$ cat config.mk
export PLATFORM = sky130hd
export DESIGN_NAME = mat_dispatch
export DESIGN_NICKNAME = d
export VERILOG_FILES = /design/src/rtl/mat_dispatch.sv
export SDC_FILE = /design/constraint.sdc
export NUM_CORES = 1
export LEC_CHECK = 0
export BUFFER_PORTS_ARGS = -buffer_cell sky130_fd_sc_hd__buf_2
export CORE_ASPECT_RATIO = 1.5
export CORE_MARGIN = 1.5
export CORE_UTILIZATION = 52
export CTS_CLUSTER_SIZE = 40
export DETAILED_ROUTE_END_ITERATION = 7
export GPL_ROUTABILITY_DRIVEN = 0
export PLACE_DENSITY = 0.84
export SYNTH_ARGS = -nofsm -noshare
export SYNTH_HDL_FRONTEND = slang
export SYNTH_SLANG_ARGS = --single-unit
$ cat constraint.sdc
create_clock -name CLK -period 3.4 [get_ports CLK]
set_clock_uncertainty 0.2 [all_clocks]
set_input_delay 0.68 -clock CLK [delete_from_list [all_inputs] [get_ports CLK]]
set_output_delay 0.68 -clock CLK [all_outputs]
set_load 0.01 [all_outputs]
$ cat src/rtl/mat_dispatch.sv
// mat_dispatch: holds one decoded matrix instruction until its registers are
// hazard-free and a tag is available, allocates the tag into the register
// status table, then issues the instruction to the matrix FU.
// Optional feature macro: MAT_DISPATCH_WB_BYPASS_EN lets a same-cycle
// writeback clear a busy bit so dispatch can happen in the writeback cycle.
module mat_dispatch #(
  parameter  int NREGS = 16,
  parameter  int NTAGS = 8,
  parameter  int OPW   = 4,
  localparam int RW    = $clog2(NREGS),
  localparam int TW    = $clog2(NTAGS)
) (
  input  logic             CLK,
  input  logic             nRST,
  input  logic             in_valid,
  output logic             in_ready,
  input  logic [OPW-1:0]   in_op,
  input  logic [RW-1:0]    in_rd,
  input  logic [RW-1:0]    in_rs1,
  input  logic [RW-1:0]    in_rs2,
  input  logic [RW-1:0]    in_rs3,
  input  logic             in_flush,
  input  logic [NREGS-1:0] rst_busy,
  output logic             di_write,
  output logic [RW-1:0]    di_sel,
  output logic [TW-1:0]    di_tag,
  input  logic             wb_write,
  input  logic [RW-1:0]    wb_sel,
  input  logic [TW-1:0]    wb_tag,
  output logic             fu_valid,
  input  logic             fu_ready,
  output logic [OPW-1:0]   fu_op,
  output logic [RW-1:0]    fu_rd,
  output logic [RW-1:0]    fu_rs1,
  output logic [RW-1:0]    fu_rs2,
  output logic [RW-1:0]    fu_rs3,
  output logic [TW-1:0]    fu_tag
);

  typedef enum logic [1:0] {IDLE, HOLD, ISSUE} state_t;

  // Tag 0 means "no producer" and never appears in the free map.
  localparam logic [NTAGS-1:0] ALL_FREE = {{(NTAGS-1){1'b1}}, 1'b0};

  state_t           state_q, state_d;
  logic [OPW-1:0]   op_q, op_d;
  logic [RW-1:0]    rd_q, rd_d, rs1_q, rs1_d, rs2_q, rs2_d, rs3_q, rs3_d;
  logic [TW-1:0]    fu_tag_q, fu_tag_d;
  logic [NTAGS-1:0] free_q, free_d;

  logic [NREGS-1:0] eff_busy;
  logic [NTAGS-1:0] wb_mask, free_eff;
  logic             hazard;
  logic [TW-1:0]    tag_sel;
  logic             tag_found;

`ifdef MAT_DISPATCH_WB_BYPASS_EN
  // A register being written back this cycle is treated as no longer busy.
  always_comb begin
    eff_busy = rst_busy & ~(wb_write ? (NREGS'(1) << wb_sel) : '0);
  end
`else
  logic unused_wb_sel;
  assign unused_wb_sel = ^wb_sel;

  // Busy bits are taken as-is; a writeback shows up a cycle later via the table.
  always_comb begin
    eff_busy = rst_busy;
  end
`endif

  // Retiring tag joins the pool immediately; pick the lowest free tag.
  always_comb begin
    wb_mask   = (wb_write && (wb_tag != '0)) ? (NTAGS'(1) << wb_tag) : '0;
    free_eff  = (free_q | wb_mask) & ALL_FREE;
    tag_sel   = '0;
    tag_found = 1'b0;
    for (int i = NTAGS - 1; i >= 1; i--) begin
      if (free_eff[i]) begin
        tag_sel   = TW'(i);
        tag_found = 1'b1;
      end
    end
    hazard = eff_busy[rs1_q] | eff_busy[rs2_q] | eff_busy[rs3_q] | eff_busy[rd_q];
  end

  // Next-state, hold-register capture, tag allocation and handshake outputs.
  always_comb begin
    state_d  = state_q;
    op_d     = op_q;
    rd_d     = rd_q;
    rs1_d    = rs1_q;
    rs2_d    = rs2_q;
    rs3_d    = rs3_q;
    fu_tag_d = fu_tag_q;
    free_d   = free_eff;
    in_ready = 1'b0;
    di_write = 1'b0;
    fu_valid = 1'b0;
    case (state_q)
      IDLE: begin
        in_ready = 1'b1;
        if (in_valid) begin
          op_d    = in_op;
          rd_d    = in_rd;
          rs1_d   = in_rs1;
          rs2_d   = in_rs2;
          rs3_d   = in_rs3;
          state_d = HOLD;
        end
      end
      HOLD: begin
        // Flush wins over a dispatch that would otherwise happen this cycle.
        if (in_flush) begin
          state_d = IDLE;
        end else if (!hazard && tag_found) begin
          di_write        = 1'b1;
          free_d[tag_sel] = 1'b0;
          fu_tag_d        = tag_sel;
          state_d         = ISSUE;
        end
      end
      ISSUE: begin
        fu_valid = 1'b1;
        if (fu_ready) state_d = IDLE;
      end
      default: state_d = IDLE;
    endcase
  end

  // State, hold register, issued tag and free map; reset discards everything.
  always_ff @(posedge CLK or negedge nRST) begin
    if (!nRST) begin
      state_q  <= IDLE;
      op_q     <= '0;
      rd_q     <= '0;
      rs1_q    <= '0;
      rs2_q    <= '0;
      rs3_q    <= '0;
      fu_tag_q <= '0;
      free_q   <= ALL_FREE;
    end else begin
      state_q  <= state_d;
      op_q     <= op_d;
      rd_q     <= rd_d;
      rs1_q    <= rs1_d;
      rs2_q    <= rs2_d;
      rs3_q    <= rs3_d;
      fu_tag_q <= fu_tag_d;
      free_q   <= free_d;
    end
  end

  assign di_sel = rd_q;
  assign di_tag = tag_sel;
  assign fu_op  = op_q;
  assign fu_rd  = rd_q;
  assign fu_rs1 = rs1_q;
  assign fu_rs2 = rs2_q;
  assign fu_rs3 = rs3_q;
  assign fu_tag = fu_tag_q;

endmodule
==> impl_metrics.yaml, run 1 <==
setup_path:
  crit_top_cell: "sky130_fd_sc_hd__nor4_1"
  setup.worst_path.class: "reg -> out"
  setup.worst_path.end_class: "output pin"
  regToRegStartpoint: "di_sel[2]"
  critPathTopFamily: "simple AND/OR/NAND/NOR gates"
  cp_data_arrival_time_ns: 2.27
  cp_max_fo: 11
  worst_path_required_time_ns: 2.52
  critPathBufInv: 1
  r2r_slack_ns: 0.70
  critical_path.max_stage_delay_ns: 0.66
  cp-start-kind: "register"
  crit_path_cell_trace: "mux2i_1 -> nor4_1 -> nor4_1 -> nand3_1 -> nor4_4 -> buf_2"
  worst-r2r-cell-count: 7
  regToRegEndpoint: "fu_tag[2]"
  critPathSlowestCell: "sky130_fd_sc_hd__dfrtp_1"
synth:
  xor_xnor_cell_area_share_of_the_yosys_netlist_pct: 0
  synth_simple_gate_area_share_pct: 14.01
  synth-compound-area-share_pct: 8.831
  netlist_instances: 176
  yosys.area.top_type: "sky130_fd_sc_hd__dfrtp_1"
  synth.mux.area_fraction_pct: 33.56
  portion_of_synthesized_cell_area_occupied_by_the_leading_cell_type_pct: 30.45
  main_combinational_cell_family_by_area_after_synthesis: "multiplexers"
  cell_area_synth_um2: 2054
  post_synth_num_cell_types: 42
  synth_common_cells: "sky130_fd_sc_hd__dfrtp_1 (25), sky130_fd_sc_hd__mux2_2 (22), sky130_fd_sc_hd__mux2i_1 (16), sky130_fd_sc_hd__nor2_1 (13), sky130_fd_sc_hd__mux4_1 (8)"
  synth_edf_count: 0
  synth_sequential_area_ratio_pct: 39.40
  async_reset_ff_share_pct: 100.0
  post_synth_main_area_contributors: "sky130_fd_sc_hd__dfrtp_1 (30%), sky130_fd_sc_hd__mux2_2 (12%), sky130_fd_sc_hd__mux4_1 (10%)"
  synth_flop_cell: "sky130_fd_sc_hd__dfrtp_1"
  yosys.area_share.adder_pct: 0
  ys_seq_elements: 32
  avgSynthCellArea_um2: 11.67
  synthesis.nets: 225
  ys.warnings.count: 0
  post-synth-top-count-cell: "sky130_fd_sc_hd__dfrtp_1"
global_route:
  gr-total-overflow: 0
  gr-usage-all-layers_pct: 24.81
  grt_first_pass_wirelength_um: 7838
  antenna_found_initial: 0
  number_of_global_route_vias_before_repair: 1730
  grt_start_max_net_pins: 33
drt:
  route.detailed.drc: 0
  num_vias: 1799
  dr.pass1.iters: 4
  drt-wirelength-per-cell_um: 16.94
  drt-initial-drc-count: 56
  totalWireLength_um: 4964
  antenna_left: 0
  avgViaCountPerCell: 6.140
floorplan:
  core.rowCount: 27
  die_w_um: 54.32
  effective_utilization_at_floorplan_pct: 55.29
  die-height_um: 79.98
  core_area_um2: 3716
  dieArea_um2: 4345
  top_level_pins: 82
cells_and_area:
  utilization_pct: 68.89
  fin_cells: 293
  final-seq-area_um2: 809.5
  antenna-diode-count: 0
  fillerInstances: 309
  multiInputGateArea_um2: 1159
  final_net_count: 298
  final_layout_size_suffix_gt1_share_pct: 49.20
  areaGrowthSynthToFinish_pct: 24.60
power:
  power.density_nw_per_um2: 862.7
  p_sw_w: 0.0008442
  vdd_drop_max_v: 0.0005551
  power.share.combinational_pct: 44.9
  p_sw_share_pct: 38.23
  cell_internal_pwr_w: 0.001364
  seq_power_share_pct: 37.0
  power.leakage_nw: 1.195
  pwr-share-clk_pct: 18.0
clock_tree:
  number_of_buffers_inserted_during_clock_tree_synthesis: 5
  post_cts_resized: 0
  post_cts_buffers: 0
  tritoncts: "done"
  htreeDepth: 2
  clock_insertion_delay_worst_skew_ns: 0.28
  count_of_clock_tree_sinks: 32
  cts.clk_slew.worst_paths_ns: 0.07
  clockBufferDepth: 2
  cts.root.buffer_cell: "sky130_fd_sc_hd__clkbuf_8"
  holdBufCountCts: 0
placed_design:
  placed_cells: 285
  io_buffers: 77
  dp_hpwl_um: 3841
timing:
  final-hold-violation-count: 0
  fin_crit_ns: 3.151
  final_setup_violations: 0
  timing_worst_slew_pin_value_ns: 0.9316
  post-route-period-util_pct: 92.66
  slew-limit-headroom_pct: 37.89
  final_max_tran_viols: 0
  setup_total_negative_slack_ns: 0
  unrepaired_setup_endpoints_after_global_routing: "false"
  max_freq_mhz: 317.4
job:
  cap_viol_max_count: 0
hold_path:
  timing.hold.worst.class: "in -> async"
status:
  run_status: "finished clean"
per-stage QoR:
| stage | area (µm²) | hold WS [ns] | setup slack, ns | total power, W |
|---|---|---|---|---|
| 6_report | 2560 | 0.2367 | 0.2494 | 0.002208 |
| 5_1_grt | 2560 | 0.3020 | 0.1205 | 0.002341 |
| 4_1_cts | 2560 | 0.2617 | 0.2428 | 0.002218 |
| 3_5_place_dp | 2434 | 0.2905 | 0.3241 | 0.001815 |
| 3_3_place_gp | 2434 | 0.2666 | 0.3460 | 0.001780 |
| 2_1_floorplan | 2054 | 0.1844 | 0.5798 | 0.001499 |
flip-flops by register name, indices dropped and copies added, names as in the netlist:
signal and cells:
fu_op 4, free_q 7, di_sel 4, fu_rs1 4, state_q 2, fu_tag 3
fu_rs2 4, fu_rs3 4
kinds of logic (layout without fill, tap and decap cells):
logic type	after synthesis	after routing
buffers and inverters	16	90
AND/OR/NAND/NOR	51	51
AO/OA/AOI/OAI	26	26
flip-flops	32	32
multiplexers	51	51
final cells by class:
cell class | count | share of cell area (%)
clock buffer | 7 | 3.763
clock inverter | 1 | 1.173
inverter | 3 | 0.4399
multi-input combinational | 128 | 45.26
sequential | 32 | 31.62
tap | 43 | 2.102
timing repair buffer | 79 | 15.64
worst reg2reg max path, cell delays in order (launching register included):
cell and delay, ns:
sky130_fd_sc_hd__dfrtp_1 0.66, sky130_fd_sc_hd__mux2i_1 0.26, sky130_fd_sc_hd__nor4_1 0.06, sky130_fd_sc_hd__nor4_1 0.27
sky130_fd_sc_hd__nand3_1 0.20, sky130_fd_sc_hd__nor4_4 0.35, sky130_fd_sc_hd__buf_4 0.25, sky130_fd_sc_hd__mux2_1 0.34
routing by layer:
metal	global-route usage, %	routed length (µm)	vias to the layer above
met4	8.500	96	0
met5	0	0	-
met3	3.745	328	9
met1	27.18	1731	876
met2	45.90	2808	93
li1	-	-	821
worst max path at each step:
stage                 startpoint        to  slack [ns]  depth (start not counted)
floorplan           rst_busy[13]  di_write        0.58                          6
global placement        wb_write  di_write        0.35                          7
detailed placement      wb_write  di_write        0.32                          7
CTS                    di_sel[2]  di_write        0.24                          6
global route           di_sel[2]  di_write        0.12                          6
finish                 di_sel[2]  di_write        0.25                          6
layout by cell type, fill, tap and decap left out, drive strengths merged:
| master | count |
|---|---|
| a21oi | 6 |
| bufinv | 1 |
| a31oi | 6 |
| dfrtp | 25 |
| clkbuf | 7 |
| nand3b | 1 |
| a211oi | 3 |
| nand2 | 8 |
| and2 | 3 |
| mux2 | 26 |
| mux2i | 16 |
| o22ai | 1 |
| dfstp | 7 |
| a21boi | 1 |
| nor2b | 3 |
| nor4 | 5 |
| o41a | 1 |
| a31o | 2 |
| nand3 | 3 |
| buf | 79 |
| o211ai | 2 |
| nand2b | 1 |
| mux4 | 9 |
| o21ai | 2 |
| inv | 3 |
| nor3 | 6 |
| or4 | 1 |
| a21o | 1 |
| o32ai | 1 |
| nor2 | 13 |
| and3 | 2 |
| nor4b | 5 |
power by group through the flow:
stage	logic, W	registers [W]	clock network, W
detailed placement	0.000999	0.000816	0
global route	0.00108	0.000844	0.000422
floorplan	0.000729	0.000770	0
finish	0.000993	0.000818	0.000398
CTS	0.00100	0.000812	0.000406
global placement	0.000972	0.000808	0
Note: power is estimated with default switching activity, not from simulation.
==> inputs of run 2 (changes only) <==
--- a/config.mk
+++ b/config.mk
@@ -6,6 +6,7 @@
 export NUM_CORES = 1
 export LEC_CHECK = 0
 export BUFFER_PORTS_ARGS = -buffer_cell sky130_fd_sc_hd__buf_2
+export CAP_MARGIN = 0
 export CORE_ASPECT_RATIO = 1.5
 export CORE_MARGIN = 1.5
 export CORE_UTILIZATION = 52
==> constraint.sdc (replaced) <==
create_clock -name CLK -period 3.4 [get_ports CLK]
set_clock_uncertainty 0.2 [all_clocks]
set_input_delay 0.51 -clock CLK [delete_from_list [all_inputs] [get_ports CLK]]
set_output_delay 0.51 -clock CLK [all_outputs]
set_load 0.01 [all_outputs]
==> run 2 against run 1 <==
Effect of this change: final cell count shrank 0.34%; largest power group unchanged; die area unchanged; power down 2.6%; clock power decreased by 9.8%.
==> impl_metrics.yaml, run 2 (synthesis results as in run 1) <==
timing:
  final_setup_violations: 0
  final-hold-violation-count: 0
  slew-limit-headroom_pct: 37.02
  timing_worst_slew_pin_value_ns: 0.9447
  unrepaired_setup_endpoints_after_global_routing: "false"
  final_max_tran_viols: 0
  fin_crit_ns: 2.953
  hold_slack_ns: 0.05737
  post-route-period-util_pct: 86.85
  max_freq_mhz: 338.7
  setup_total_negative_slack_ns: 0
floorplan:
  die-height_um: 79.98
  core.rowCount: 27
  die_w_um: 54.32
  dieArea_um2: 4345
  core_area_um2: 3716
  top_level_pins: 82
  effective_utilization_at_floorplan_pct: 55.29
clock_tree:
  clock_insertion_delay_worst_skew_ns: 0.29
  cts.clk_slew.worst_paths_ns: 0.07
  number_of_buffers_inserted_during_clock_tree_synthesis: 5
  htreeDepth: 2
  cts.root.buffer_cell: "sky130_fd_sc_hd__clkbuf_8"
  tritoncts: "done"
  clockBufferDepth: 2
  post_cts_buffers: 0
  post_cts_resized: 0
  count_of_clock_tree_sinks: 32
  holdBufCountCts: 0
drt:
  totalWireLength_um: 4857
  num_vias: 1756
  dr.pass1.iters: 4
  route.detailed.drc: 0
  drt-wirelength-per-cell_um: 16.63
  antenna_left: 0
  avgViaCountPerCell: 6.014
  drt-initial-drc-count: 47
setup_path:
  setup.worst_path.end_class: "output pin"
  critical_path.max_stage_delay_ns: 0.60
  critPathSlowestCell: "sky130_fd_sc_hd__dfrtp_1"
  cp_data_arrival_time_ns: 2.24
  worst_path_required_time_ns: 2.69
  setup.worst_path.class: "reg -> out"
  crit_path_cell_trace: "mux2i_1 -> nor4b_1 -> nor4_1 -> nand3_1 -> nor4_4 -> buf_2"
  cp_max_fo: 10
  cp-start-kind: "register"
cells_and_area:
  layout.cells.most_common: "sky130_fd_sc_hd__buf_2"
  areaGrowthSynthToFinish_pct: 23.33
  final_net_count: 297
  stdcell_area_um2: 2534
  largest_register: "free_q"
  final_layout_size_suffix_gt1_share_pct: 48.59
  largest_register_ffs: 7
  fillerInstances: 301
  layout.cells.most_common_list: "sky130_fd_sc_hd__buf_2 (77), sky130_fd_sc_hd__dfrtp_1 (25), sky130_fd_sc_hd__mux2_2 (22)"
  antenna-diode-count: 0
global_route:
  number_of_global_route_vias_before_repair: 1689
  gr-usage-all-layers_pct: 24.75
  grt_start_max_net_pins: 33
  grt_first_pass_wirelength_um: 7679
  gr-total-overflow: 0
  antenna_found_initial: 0
power:
  vdd_drop_max_v: 0.0006648
  power.leakage_nw: 1.181
  power.density_nw_per_um2: 849.0
status:
  run_status: "finished clean"
placed_design:
  io_buffers: 77
  dp_hpwl_um: 3670
  placement.cell_area_um2: 2426
hold_path:
  timing.hold.worst.class: "in -> async"
job:
  cap_viol_max_count: 0
## run 2: cell types whose count changed in the layout (fill, tap and decap cells not counted), sizes merged
cell | before | now
buf | 79 | 78
clkbuf | 7 | 6
clkinv | 0 | 1
## run 2: worst paths after layout
path | startpoint | endpoint | slack [ns] | cells past startpoint
min in group CLK | in_op[1] | fu_op[1] | 0.25 | 2
setup reg to reg | fu_rs2[2] | fu_tag[0] | 0.73 | 7
max in group asynchronous | nRST | fu_op[0] | 2.50 | 1
hold reg to reg | fu_tag[2] | fu_tag[2] | 0.29 | 1
hold / removal | nRST | fu_rs1[0] | 0.06 | 1
setup / recovery | fu_rs2[2] | di_write | 0.45 | 6
## run 2: cell type report
type	instances	area (µm²)	share of cell area, %
multi-input cells	128	1159	45.73
flip-flops and latches	32	809.5	31.95
repair buffers	78	392.9	15.51
clock buffers	6	72.57	2.864
well taps	43	53.80	2.123
clock inverters	2	35.03	1.383
inverters	3	11.26	0.4444
## run 2: through the flow
stage	utilization, %	total power [W]	setup WS [ns]	instances
detailed placement	65.29	0.001798	0.6676	284
global placement	65.29	0.001773	0.6671	284
CTS	68.18	0.002164	0.4561	292
floorplan	-	0.001499	0.8648	176
finish	68.18	0.002151	0.4473	292
global route	68.18	0.002290	0.3365	292
## run 2: worst max-delay path, delay by kind of cell (launching register included)
| kind | cells | cell delay [ns] |
|---|---|---|
| simple gates | 4 | 0.92 |
| flops | 1 | 0.60 |
| buf+inv | 1 | 0.18 |
| mux | 1 | 0.25 |
## run 2: power by group
| part | leakage, nW | internal (W) | total (W) | switching (W) |
|---|---|---|---|---|
| sequential | 0.372 | 0.000555 | 0.000814 | 0.000259 |
| combinational | 0.753 | 0.000545 | 0.000978 | 0.000433 |
| clock | 0.0552 | 0.000217 | 0.000359 | 0.000142 |
## run 2: layer usage
metal / GRT usage [%] / wire (µm)
met2: 42.89 / 2639
met4: 10.25 / 88
met3: 6.367 / 282
met1: 27.50 / 1847
met5: 0 / 0
